$ cat config.mk
export PLATFORM = sky130hd
export DESIGN_NAME = step_counter_bcd_flat
export DESIGN_NICKNAME = d
export VERILOG_FILES = /design/src/rtl/step_counter_bcd_if.sv /design/src/rtl/step_counter_bcd.sv /design/src/flat_wrapper.sv
export SDC_FILE = /design/constraint.sdc
export NUM_CORES = 1
export LEC_CHECK = 0
export CAP_MARGIN = 15
export CORE_AREA = 2 2 77 79
export CTS_CLUSTER_SIZE = 30
export DETAILED_ROUTE_END_ITERATION = 12
export DIE_AREA = 0 0 79 81
export PLACE_DENSITY = 0.81
export SETUP_SLACK_MARGIN = 0.05
export SYNTH_ARGS = -nofsm -noshare
export SYNTH_HDL_FRONTEND = slang
export SYNTH_SLANG_ARGS = --single-unit
$ cat constraint.sdc
create_clock -name clk -period 2.9 [get_ports clk]
set_input_delay 0.58 -clock clk [delete_from_list [all_inputs] [get_ports clk]]
set_output_delay 0.58 -clock clk [all_outputs]
set_load 0.005 [all_outputs]
$ cat src/rtl/step_counter_bcd_if.sv
// step_counter_bcd_if: button/control inputs and count/BCD outputs of the step counter
interface step_counter_bcd_if #(
  parameter int WIDTH = 8,
  parameter int DIGITS = 3
);
  logic buttonM;
  logic selec;
  logic dir;
  logic [WIDTH-1:0] count;
  logic [4*DIGITS-1:0] bcd;
  logic bcd_valid;
  logic count_reached;
  modport master (output buttonM, selec, dir, input count, bcd, bcd_valid, count_reached);
  modport slave (input buttonM, selec, dir, output count, bcd, bcd_valid, count_reached);
endinterface

$ cat src/rtl/step_counter_bcd.sv
// step_counter_bcd: synchronised push-button step counter with wrap pulse and sequential double-dabble BCD output
// STEP_COUNTER_DEBOUNCE_EN: when defined, a DEBOUNCE_CYCLES level filter sits between synchroniser and edge detector
module step_counter_bcd #(
  parameter int WIDTH = 8,
  parameter int STEP = 4,
  parameter int LIMIT = 150,
  parameter int DIGITS = 3,
  parameter int DEBOUNCE_CYCLES = 16
) (
  input logic clk,
  input logic reset,
  step_counter_bcd_if.slave bus
);
  localparam logic [WIDTH-1:0] LIM = WIDTH'(LIMIT);
  localparam logic [WIDTH-1:0] STP = WIDTH'(STEP);
  localparam logic [WIDTH-1:0] TOP = WIDTH'((LIMIT / STEP) * STEP);
  localparam int BW = 4 * DIGITS;
  localparam int CW = $clog2(WIDTH + 1);
  localparam logic [0:0] IDLE = 1'b0;
  localparam logic [0:0] CONVERT = 1'b1;
  logic [1:0] sync;
  logic db, db_q, step, hit, reached;
  logic [WIDTH-1:0] cnt, nxt;
  logic [0:0] state;
  logic [CW-1:0] bits;
  logic [BW+WIDTH-1:0] work, adj;
  logic [BW-1:0] bcd;
  always_ff @(posedge clk) sync <= reset ? 2'b00 : {sync[0], bus.buttonM};
`ifdef STEP_COUNTER_DEBOUNCE_EN
  localparam int RW = $clog2(DEBOUNCE_CYCLES + 1);
  logic [RW-1:0] run;
  always_ff @(posedge clk)
    if (reset) begin
      db <= 1'b0;
      run <= '0;
    end else if (sync[1] == db) run <= '0;
    else if (run == RW'(DEBOUNCE_CYCLES - 1)) begin
      db <= sync[1];
      run <= '0;
    end else run <= run + 1'b1;
`else
  assign db = sync[1];
`endif
  always_ff @(posedge clk) db_q <= reset ? 1'b0 : db;
  assign step = db & ~db_q;
  always_comb begin
    nxt = cnt;
    hit = 1'b0;
    if (!bus.selec) nxt = '0;
    else if (step && !bus.dir) begin
      nxt = cnt >= LIM ? '0 : cnt + STP;
      hit = cnt >= LIM;
    end else if (step) begin
      nxt = cnt == '0 ? TOP : cnt < STP ? '0 : cnt - STP;
      hit = cnt == '0;
    end
  end
  always_ff @(posedge clk)
    if (reset) begin
      cnt <= '0;
      reached <= 1'b0;
    end else begin
      cnt <= nxt;
      reached <= hit;
    end
  // add-3 on every digit >= 5 before each shift
  always_comb begin
    adj = work;
    for (int d = 0; d < DIGITS; d++)
      if (adj[WIDTH+4*d +: 4] >= 4'd5) adj[WIDTH+4*d +: 4] = adj[WIDTH+4*d +: 4] + 4'd3;
  end
  always_ff @(posedge clk)
    if (reset) begin
      state <= IDLE;
      bits <= '0;
      work <= '0;
      bcd <= '0;
    end else if (nxt != cnt) begin
      work <= {{BW{1'b0}}, nxt};
      bits <= '0;
      state <= CONVERT;
    end else if (state == CONVERT) begin
      if (bits == CW'(WIDTH)) begin
        bcd <= work[BW+WIDTH-1 -: BW];
        state <= IDLE;
      end else begin
        work <= adj << 1;
        bits <= bits + 1'b1;
      end
    end
  assign bus.count = cnt;
  assign bus.count_reached = reached;
  assign bus.bcd = bcd;
  assign bus.bcd_valid = state == IDLE;
endmodule
$ cat src/flat_wrapper.sv
// flat-port wrapper written by rule: the top's interface ports become plain ports
module step_counter_bcd_flat 
#(
  parameter int WIDTH = 8,
  parameter int STEP = 4,
  parameter int LIMIT = 150,
  parameter int DIGITS = 3,
  parameter int DEBOUNCE_CYCLES = 16
)
  (clk, reset, bus_buttonM, bus_selec, bus_dir, bus_count, bus_bcd, bus_bcd_valid, bus_count_reached);
  step_counter_bcd_if #(.WIDTH(WIDTH), .DIGITS(DIGITS)) bus_i ();
  input logic clk;
  input logic reset;
  input wire logic [$bits(bus_i.buttonM)-1:0] bus_buttonM;
  input wire logic [$bits(bus_i.selec)-1:0] bus_selec;
  input wire logic [$bits(bus_i.dir)-1:0] bus_dir;
  output wire logic [$bits(bus_i.count)-1:0] bus_count;
  output wire logic [$bits(bus_i.bcd)-1:0] bus_bcd;
  output wire logic [$bits(bus_i.bcd_valid)-1:0] bus_bcd_valid;
  output wire logic [$bits(bus_i.count_reached)-1:0] bus_count_reached;
  assign bus_i.buttonM = bus_buttonM;
  assign bus_i.selec = bus_selec;
  assign bus_i.dir = bus_dir;
  assign bus_count = bus_i.count;
  assign bus_bcd = bus_i.bcd;
  assign bus_bcd_valid = bus_i.bcd_valid;
  assign bus_count_reached = bus_i.count_reached;
  step_counter_bcd #(.WIDTH(WIDTH), .STEP(STEP), .LIMIT(LIMIT), .DIGITS(DIGITS), .DEBOUNCE_CYCLES(DEBOUNCE_CYCLES)) u_core (.clk(clk), .reset(reset), .bus(bus_i));
endmodule
* Word-level counts from Yosys, hierarchy flattened
Cells that the tools add are included.
Cells by class: add/subtract/negate cells 6, magnitude comparators 5, eq/ne operators 3, mux-type cells 17, bitwise logic cells 6, reduce and logical (&&, ||, !) cells 9
Operators by type and width (count):
- $mux 8 | 9
- $ge 4x3->1 const B | 3
- $add 4x2->4 const B | 2
- $add 8x3->8 const B | 1
- $ge 8x8->1 const B | 1
- $logic_not 8->1 | 1
- $lt 8x3->1 const B | 1
- $mux 4 | 2
- $ne 8x8->1 | 1
- $sub 8x3->8 const B | 1
- $mux 1 | 5
- $not 1->1 | 5
- $add 4x1->4 const B | 1
- $eq 4x4->1 const B | 1
- $reduce_and 2->1 | 2
- $reduce_or 2->1 | 2
- $add 3x2->3 const B | 1
- $mux 3 | 1
- $reduce_and 3->1 | 1
- $ne 2x1->1 const B | 1
- $reduce_bool 2->1 | 1
- $and 1x1->1 | 1
- $logic_and 1x1->1 | 1
- $logic_not 1->1 | 1
Word-level totals: register bits after elaboration 49, input port bits 5

* Depth between registers and ports, before layout
Gate-level depths: netlist of run 1.
depth in word-level cells 9, gate-level depth with buffers 13, gate-level depth less buffers 9

* Least setup slack after synthesis of run 1
Ideal clock, no wire load.
path kind flip-flop to flip-flop, start register u_core.cnt[3], in the netlist u_core.bus.count[3], end register u_core.bcd[0], in the netlist u_core.bus.bcd[0], setup time 0.072 ns, arrival time 2.815 ns, required time 2.828 ns, path slack 0.014 ns, stages on the path, launching flop included 14, path buffers 4, clock period less this slack 2.886 ns, cell sequence dfxtp_1 clkbuf_1 inv_1 ha_1 and3_1 o21a_1 a221o_1 a22o_1 nor4b_4 buf_6 and3_1 buf_6 buf_12 mux2i_1
On the way: cells in the longest elaborated chain, start to end 9, elaborated cells between the ends (all ways) 14, those cells by class add/sub (2); order compare (2); eq/ne (1); mux (6); bitwise (1); reduce/logical (2)
RTL lines:
- start, declared | RTL line step_counter_bcd.sv:23 | logic [WIDTH-1:0] cnt, nxt;
- start signal, assigned | RTL line step_counter_bcd.sv:63 | cnt <= nxt;
- $sub 8x3->8 / $lt 8x3->1 (equally long branches) | RTL line step_counter_bcd.sv:54 | nxt = cnt == '0 ? TOP : cnt < STP ? '0 : cnt - STP;
- $mux 8 (2 in a row) | RTL line step_counter_bcd.sv:54
- $mux 8 | RTL line step_counter_bcd.sv:53 | end else if (step) begin
- $mux 8 | RTL line step_counter_bcd.sv:50 | else if (step && !bus.dir) begin
- $mux 8 | RTL line step_counter_bcd.sv:49 | if (!bus.selec) nxt = '0;
- $ne 8x8->1 (*) | RTL line step_counter_bcd.sv:78 | end else if (nxt != cnt) begin
- $not 1->1 (no source line) (*)
- $reduce_and 3->1 (no source line) (*)
- end signal, assigned | RTL line step_counter_bcd.sv:84 | bcd <= work[BW+WIDTH-1 -: BW];
- end, declared | RTL line step_counter_bcd.sv:27 | logic [BW-1:0] bcd;
Mark *: on every way between the ends. The rest lies on a longest branch, timed or not. A chain may end at the register's enable or synchronous reset.

* Final worst setup path of run 1
start register u_core.cnt[6], in the netlist u_core.bus.count[6], end register u_core.bcd[2], in the netlist u_core.bus.bcd[2]
The elaborated chain is that of the path after synthesis.

==> results of run 1 <==
==> Yosys cell counts (all sizes together) <==
master and number:
dfxtp 49, a21oi 37, nor2 34, nand2b 30
nand2 29, clkbuf 16, inv 14, mux2i 14
o21ai 12, ha 11, mux2 9, nor3 9
buf 8, nand3 8, xnor2 5, xor2 5
nor2b 4, nor3b 4, a31oi 3, and3 3
nand4 3, nor4 3, o21a 3, o311a 3
a21o 2, a221o 2, a41oi 2, nand3b 2
o2111ai 2, a2111o 1, a211o 1, a211oi 1
a22o 1, a22oi 1, and2 1, nor4b 1
nor4bb 1, o211ai 1, o221ai 1, o22a 1
o22ai 1, o311ai 1, or2 1, or4 1
==> flip-flops by register name, indices dropped and copies added (netlist names) <==
signal	count
u_core.bus.count_reached	1
u_core.db_q	1
u_core.state	1
u_core.bus.bcd	12
u_core.bits	4
u_core.bus.count	8
u_core.work	20
u_core.sync	2
==> layout make-up <==
type	instances	share of cell area
tap	75	0.0276
clock inverter	3	0.00663
sequential	49	0.289
multi-input combinational	254	0.490
clock buffer	5	0.0203
timing repair buffer	56	0.151
inverter	14	0.0155
==> layout by cell type, fill, tap and decap left out, drive strengths merged, types with 3 or more instances in the layout <==
cell type / synthesis / final
clkinv: 0 / 3
and3: 3 / 3
dfxtp: 49 / 49
o21a: 3 / 3
nand4: 3 / 3
o21ai: 12 / 12
nor4: 3 / 3
xor2: 5 / 5
o311a: 3 / 3
mux2: 9 / 9
clkbuf: 16 / 5
nor3b: 4 / 4
xnor2: 5 / 5
nand2: 29 / 29
nor2: 34 / 34
nand2b: 30 / 30
mux2i: 14 / 14
nand3: 8 / 8
buf: 8 / 30
ha: 11 / 11
a31oi: 3 / 3
nor2b: 4 / 4
nor3: 9 / 9
a21oi: 37 / 37
clkdlybuf4s50: 0 / 25
inv: 14 / 14
==> repair_timing <==
item	in CTS	in global routing
resized for setup	0	3
hold buffers	0	0
hold endpoints to repair	0	0
setup endpoints to repair	0	36
==> metal layers <==
layer	global-route usage	vias to the layer above
met4	0.0776	0
met5	0	-
met3	0.0344	16
met2	0.347	102
li1	-	1256
met1	0.287	1234
==> cells by family after synthesis <==
| logic type | count (synthesis) |
|---|---|
| AND/OR/NAND/NOR | 134 |
| AO/OA/AOI/OAI | 76 |
| flip-flops | 49 |
| buffers and inverters | 38 |
| multiplexers | 23 |
| adder cells (fa/ha/maj) | 11 |
| XOR/XNOR | 10 |
==> stage by stage <==
| step | power (mW) | setup WS [ns] | area [µm²] |
|---|---|---|---|
| after global routing | 1.31 | 0.0519 | 3400 |
| after detailed placement | 0.864 | -0.221 | 3290 |
| after global placement | 0.862 | -0.143 | 3290 |
| after floorplan | 0.803 | 0.0854 | 2830 |
| after CTS | 1.26 | 0.0857 | 3380 |
| final | 1.25 | 0.238 | 3400 |
==> path summary, 6_finish.rpt <==
kind                                        from                             end  slack (ns)  depth (start not counted)
setup / recovery  u_core.bus.count[6]$_SDFF_PP0_  u_core.bus.bcd[2]$_SDFFE_PP0P_        0.24                          8
hold reg to reg        u_core.sync[0]$_SDFF_PP0_       u_core.sync[1]$_SDFF_PP0_        0.45                          1
hold / removal         u_core.sync[0]$_SDFF_PP0_       u_core.sync[1]$_SDFF_PP0_        0.45                          1
setup reg to reg  u_core.bus.count[6]$_SDFF_PP0_  u_core.bus.bcd[2]$_SDFFE_PP0P_        0.24                          8
==> power by group through the flow <==
stage | registers (mW) | clock network (mW) | logic (mW)
6_report | 0.687 | 0.402 | 0.164
5_1_grt | 0.689 | 0.440 | 0.179
4_1_cts | 0.687 | 0.414 | 0.162
3_5_place_dp | 0.703 | 0 | 0.161
3_3_place_gp | 0.702 | 0 | 0.160
2_1_floorplan | 0.701 | 0 | 0.102
==> worst max-delay path, cell delays in order, from the launching register on <==
cell	delay, ns
dfxtp_1	0.39
or4_1	0.69
o211ai_1	0.28
o311a_1	0.19
o22ai_1	0.09
nor4b_4	0.32
and3_1	0.26
buf_12	0.16
mux2i_1	0.20
==> results.py, run 1 <==
metrics = {
    "synth": {
        "ys_warn_count": 0,
        "yosysTopAreaCellShare": 0.347,
        "ys_ff_latch": 49,
        "synth_area_mm2": 0.00282,
        "synth_compound_area_frac": 0.167,
        "synthesis.instances": 341,
        "synthAdderAreaFrac": 0.0487,
        "synth-simple-area-share": 0.253,
        "postSynthAreaPerCell_um2": 8.28,
        "synth_area_leaders": "dfxtp_1, nand2b_1, a21oi_1",
        "synth_nets": 357,
        "yosys.cell_types.count": 50,
        "synth_mux_area_frac": 0.0855,
        "synth_xor_area_frac": 0.0310,
        "synth_top_area_cell": "dfxtp_1",
        "synth_top_family_by_area": "simple AND/OR/NAND/NOR gates",
        "synth_seq_area_share": 0.347,
    },
    "sta": {
        "drv_slew": 0,
        "max_freq_mhz": 376,
        "fin_hold_ws_ns": 0.451,
        "worst_pin_slew_ns": 0.730,
        "timing.final.crit_period_ns": 2.66,
        "timing.slew.headroom": 0.512,
        "setup_tns_ns": 0,
        "finalSetupViolCount": 0,
        "finalHoldViolCount": 0,
        "rsz0062_at_grt": "no",
        "fin_crit_sh": 0.918,
        "finalClockSkew_ns": 0.0106,
    },
    "drt": {
        "wl_um": 6540,
        "top_layer": "met4",
        "drcViolationCount": 0,
        "drt-vias-per-instance": 5.72,
        "vias": 2608,
        "wl_met1_um": 2960,
        "wl_met2_um": 3080,
        "wl_met3_um": 359,
        "postRouteAntennaNets": 0,
        "drtIter0Drc": 190,
        "drt-wirelength-per-cell_um": 14.4,
        "dr.pass1.iters": 4,
    },
    "power_and_ir_drop": {
        "pwr_density_cell_mw_per_mm2": 369,
        "vdd_ir_drop_max_mv": 0.234,
        "p_comb_frac": 0.131,
        "p_leak_nw": 1.29,
        "p_sw_frac": 0.262,
        "power_switching_mw": 0.328,
        "p_int_mw": 0.926,
        "clkPwrFrac": 0.321,
        "seqPwrFrac": 0.548,
    },
    "critical_path": {
        "critPathKind": "register to register",
        "crit_required_ns": 3.13,
        "arrival_ns": 2.89,
        "worstPathMaxFanout": 12,
        "cp-end-kind": "register",
        "start_kind": "register",
    },
    "finish": {
        "drive_gt1_frac": 0.142,
        "final.fill_count": 484,
        "nets": 396,
        "fin_cells": 456,
        "multi_input_area_mm2": 0.00167,
        "fin_util": 0.599,
        "antennaDiodeCount": 0,
        "seq_area_um2": 981,
        "areaGrowthSynthToFinish_pct": 20.3,
    },
    "global_route": {
        "antenna_found_initial": 0,
        "grt-ovfl-total": 0,
        "grt_pass1_wl_um": 11000,
        "grt_pass1_vias": 2362,
        "grt_usage": 0.213,
        "grt_max_degree": 32,
    },
    "clock_tree": {
        "clk_pin_slew_ns": 0.09,
        "cts-root-buf": "clkbuf_8",
        "cts_sinks": 49,
        "clockBufferDepth": 2,
        "post_cts_buffers": 0,
        "cts_tree": "built",
        "clk-insertion-delay-late_ns": 0.30,
        "numCtsBuffers": 5,
        "h-tree-depth": 2,
    },
    "floorplanning": {
        "start_util": 0.498,
        "ioPinCount": 27,
        "dieArea_mm2": 0.00640,
        "die_h_um": 81,
        "rows": 28,
        "core-area_mm2": 0.00568,
        "die_w_um": 79,
    },
    "placement": {
        "gp_congestion": 1.03,
        "dp_cells": 448,
        "portBuffers": 26,
        "dpl.hpwl_um": 4890,
    },
    "outcome": {
        "status": "complete, no violations",
    },
    "worst_hold_path": {
        "hp-class": "register to register",
    },
    "job": {
        "cap_violations": 0,
    },
}
No activity file was read; power rests on OpenSTA's default activity.
==> run 2: changes to the inputs <==
--- a/config.mk
+++ b/config.mk
@@ -6,11 +6,12 @@
 export NUM_CORES = 1
 export LEC_CHECK = 0
 export CAP_MARGIN = 15
-export CORE_AREA = 2 2 77 79
+export CORE_AREA = 2 2 71 73
 export CTS_CLUSTER_SIZE = 30
 export DETAILED_ROUTE_END_ITERATION = 12
-export DIE_AREA = 0 0 79 81
-export PLACE_DENSITY = 0.81
+export DIE_AREA = 0 0 73 75
+export PLACE_DENSITY = 0.89
+export REMOVE_ABC_BUFFERS = 1
 export SETUP_SLACK_MARGIN = 0.05
 export SYNTH_ARGS = -nofsm -noshare
 export SYNTH_HDL_FRONTEND = slang
==> constraint.sdc (replaced) <==
create_clock -name clk -period 3.25 [get_ports clk]
set_input_delay 0.65 -clock clk [delete_from_list [all_inputs] [get_ports clk]]
set_output_delay 0.65 -clock clk [all_outputs]
set_load 0.005 [all_outputs]
==> run 2 against run 1 <==
Against the previous run:
- cell area fell by 6.3%
- register-to-register slack improved by 0.12 ns
- sequential share of layout area increased by 1.9 points
- cell count down 9.2%
- power is 13% lower
- largest cell class unchanged
- critical path depth grew 1
- utilization grew 8.5 points
==> results.py, run 2 (synthesis gave the netlist of run 1 again) <==
metrics = {
    "clock_tree": {
        "post_cts_buffers": 0,
        "clk-insertion-delay-late_ns": 0.31,
        "h-tree-depth": 2,
        "clk_pin_slew_ns": 0.09,
        "cts_resized": 0,
        "clockBufferDepth": 2,
        "numCtsBuffers": 5,
        "cts_sinks": 49,
        "cts-hold-fix-buffers": 0,
        "cts-root-buf": "clkbuf_8",
        "cts_tree": "built",
    },
    "finish": {
        "nets": 376,
        "antennaDiodeCount": 0,
        "largest_register": "u_core.work",
        "final_area_mm2": 0.00319,
        "layout_common_cells": "dfxtp_1, a21oi_1, nor2_1",
        "largest_reg_flops": 20,
        "drive_gt1_frac": 0.0861,
        "areaGrowthSynthToFinish_pct": 12.8,
        "layout_commonest_cell": "dfxtp_1",
    },
    "critical_path": {
        "cpMostUsedCell": "buf_4",
        "crit_slowest_cell": "clkdlybuf4s50_1",
        "worstReg2RegEnd": "u_core.work[4]$_SDFFE_PP0P_",
        "cp-end-kind": "register",
        "path_cells": "clkdlybuf4s50_1 > buf_4 > nor4bb_1 > nand3_1 > a31oi_1 > a2111o_1 > nor4b_4 > buf_4 > mux2_2",
        "worstPathMaxFanout": 14,
        "r2r-start": "u_core.bus.count[2]$_SDFF_PP0_",
        "crit_required_ns": 3.45,
        "critPathKind": "primary input to register",
        "arrival_ns": 3.13,
        "reg2reg_setup_slack_ns": 0.36,
        "start_kind": "primary input",
        "cpPeakStageDelay_ns": 0.50,
        "reg2reg_depth": 9,
    },
    "power_and_ir_drop": {
        "clkPwrFrac": 0.324,
        "p_int_mw": 0.804,
        "vdd_ir_drop_max_mv": 0.217,
        "power_switching_mw": 0.289,
        "p_sw_frac": 0.264,
        "p_comb_frac": 0.113,
        "p_total_mw": 1.09,
        "seqPwrFrac": 0.562,
        "pwr_density_cell_mw_per_mm2": 343,
        "p_leak_nw": 1.17,
    },
    "sta": {
        "fin_hold_ws_ns": 0.456,
        "timing.slew.headroom": 0.347,
        "fin_crit_sh": 0.902,
        "drv_slew": 0,
        "finalHoldViolCount": 0,
        "setup_tns_ns": 0,
        "timing.final.crit_period_ns": 2.93,
        "rsz0062_at_grt": "no",
        "worst_pin_slew_ns": 0.976,
        "max_freq_mhz": 341,
        "finalSetupViolCount": 0,
        "finalClockSkew_ns": 0.00681,
    },
    "drt": {
        "drt-wirelength-per-cell_um": 15.2,
        "drcViolationCount": 0,
        "vias": 2451,
        "wl_um": 6280,
        "drtIter0Drc": 214,
        "postRouteAntennaNets": 0,
        "drt-vias-per-instance": 5.92,
        "dr.pass1.iters": 5,
    },
    "worst_hold_path": {
        "holdPathEnd": "u_core.work[8]$_SDFFE_PP0P_",
        "hp-class": "register to register",
        "hold_path_startpoint": "u_core.work[7]$_SDFFE_PP0P_",
        "hold_depth": 2,
    },
    "placement": {
        "portBuffers": 26,
        "dpl.hpwl_um": 4440,
        "gp_congestion": 0.942,
        "placedInstanceArea_mm2": 0.00310,
    },
    "job": {
        "cap_violations": 0,
    },
    "floorplanning": {
        "die_w_um": 73,
        "start_util": 0.606,
        "core-area_mm2": 0.00466,
        "dieArea_mm2": 0.00548,
        "die_h_um": 75,
        "rows": 25,
        "ioPinCount": 27,
    },
    "global_route": {
        "antenna_found_initial": 0,
        "grt_pass1_wl_um": 10300,
        "grt_pass1_vias": 2330,
        "grt-ovfl-total": 0,
        "grt_max_degree": 27,
        "grt_usage": 0.241,
    },
    "outcome": {
        "status": "complete, no violations",
    },
}
-- run 2: per-stage QoR --
stage | instances | setup WS (ns) | utilization
6_report | 414 | 0.319 | 0.683
5_1_grt | 414 | 0.164 | 0.683
4_1_cts | 414 | 0.352 | 0.683
3_5_place_dp | 407 | 0.0321 | 0.665
3_3_place_gp | 407 | 0.0723 | 0.665
2_1_floorplan | 317 | 0.159 | -
-- run 2: area by class of cell --
| type | count | area, µm² |
|---|---|---|
| Clock buffer | 5 | 68.8 |
| Tap cell | 54 | 67.6 |
| Multi-Input combinational cell | 254 | 1650 |
| Fill cell | 371 | 1480 |
| Inverter | 14 | 52.6 |
| Sequential cell | 49 | 981 |
| Clock inverter | 2 | 16.3 |
| Timing Repair Buffer | 36 | 348 |
-- run 2: worst max path at each step --
stage / from / end / slack [ns] / cells after the start
floorplan: u_core.bus.count[3]$_SDFF_PP0_ / u_core.bus.bcd[0]$_SDFFE_PP0P_ / 0.16 / 9
global placement: bus_dir / u_core.work[1]$_SDFFE_PP0P_ / 0.07 / 9
detailed placement: bus_dir / u_core.work[4]$_SDFFE_PP0P_ / 0.03 / 9
CTS: bus_dir / u_core.work[4]$_SDFFE_PP0P_ / 0.35 / 9
global route: bus_dir / u_core.bus.bcd[6]$_SDFFE_PP0P_ / 0.16 / 10
finish: bus_dir / u_core.work[4]$_SDFFE_PP0P_ / 0.32 / 9
-- run 2: power groups by stage --
| stage | clock (mW) | sequential (mW) | combinational [mW] |
|---|---|---|---|
| 6_report | 0.355 | 0.615 | 0.124 |
| 5_1_grt | 0.381 | 0.616 | 0.134 |
| 4_1_cts | 0.362 | 0.615 | 0.122 |
| 3_5_place_dp | 0 | 0.629 | 0.121 |
| 3_3_place_gp | 0 | 0.629 | 0.118 |
| 2_1_floorplan | 0 | 0.627 | 0.0728 |
-- run 2: metal layers --
metal | wire [µm] | up-vias | global-route usage | part of all wire
li1 | - | 1209 | - | -
met1 | 2730 | 1133 | 0.293 | 0.43
met2 | 3030 | 91 | 0.412 | 0.48
met3 | 361 | 18 | 0.0535 | 0.057
met4 | 165 | 0 | 0.105 | 0.026
met5 | 0 | - | 0 | 0
-- run 2: critical path: cells and delay by family --
kind | cells | cell delay [ns]
AOI/OAI and AO/OA | 2 | 0.57
buffers and inverters | 3 | 0.95
muxes | 1 | 0.35
and+or+nand+nor | 3 | 0.59
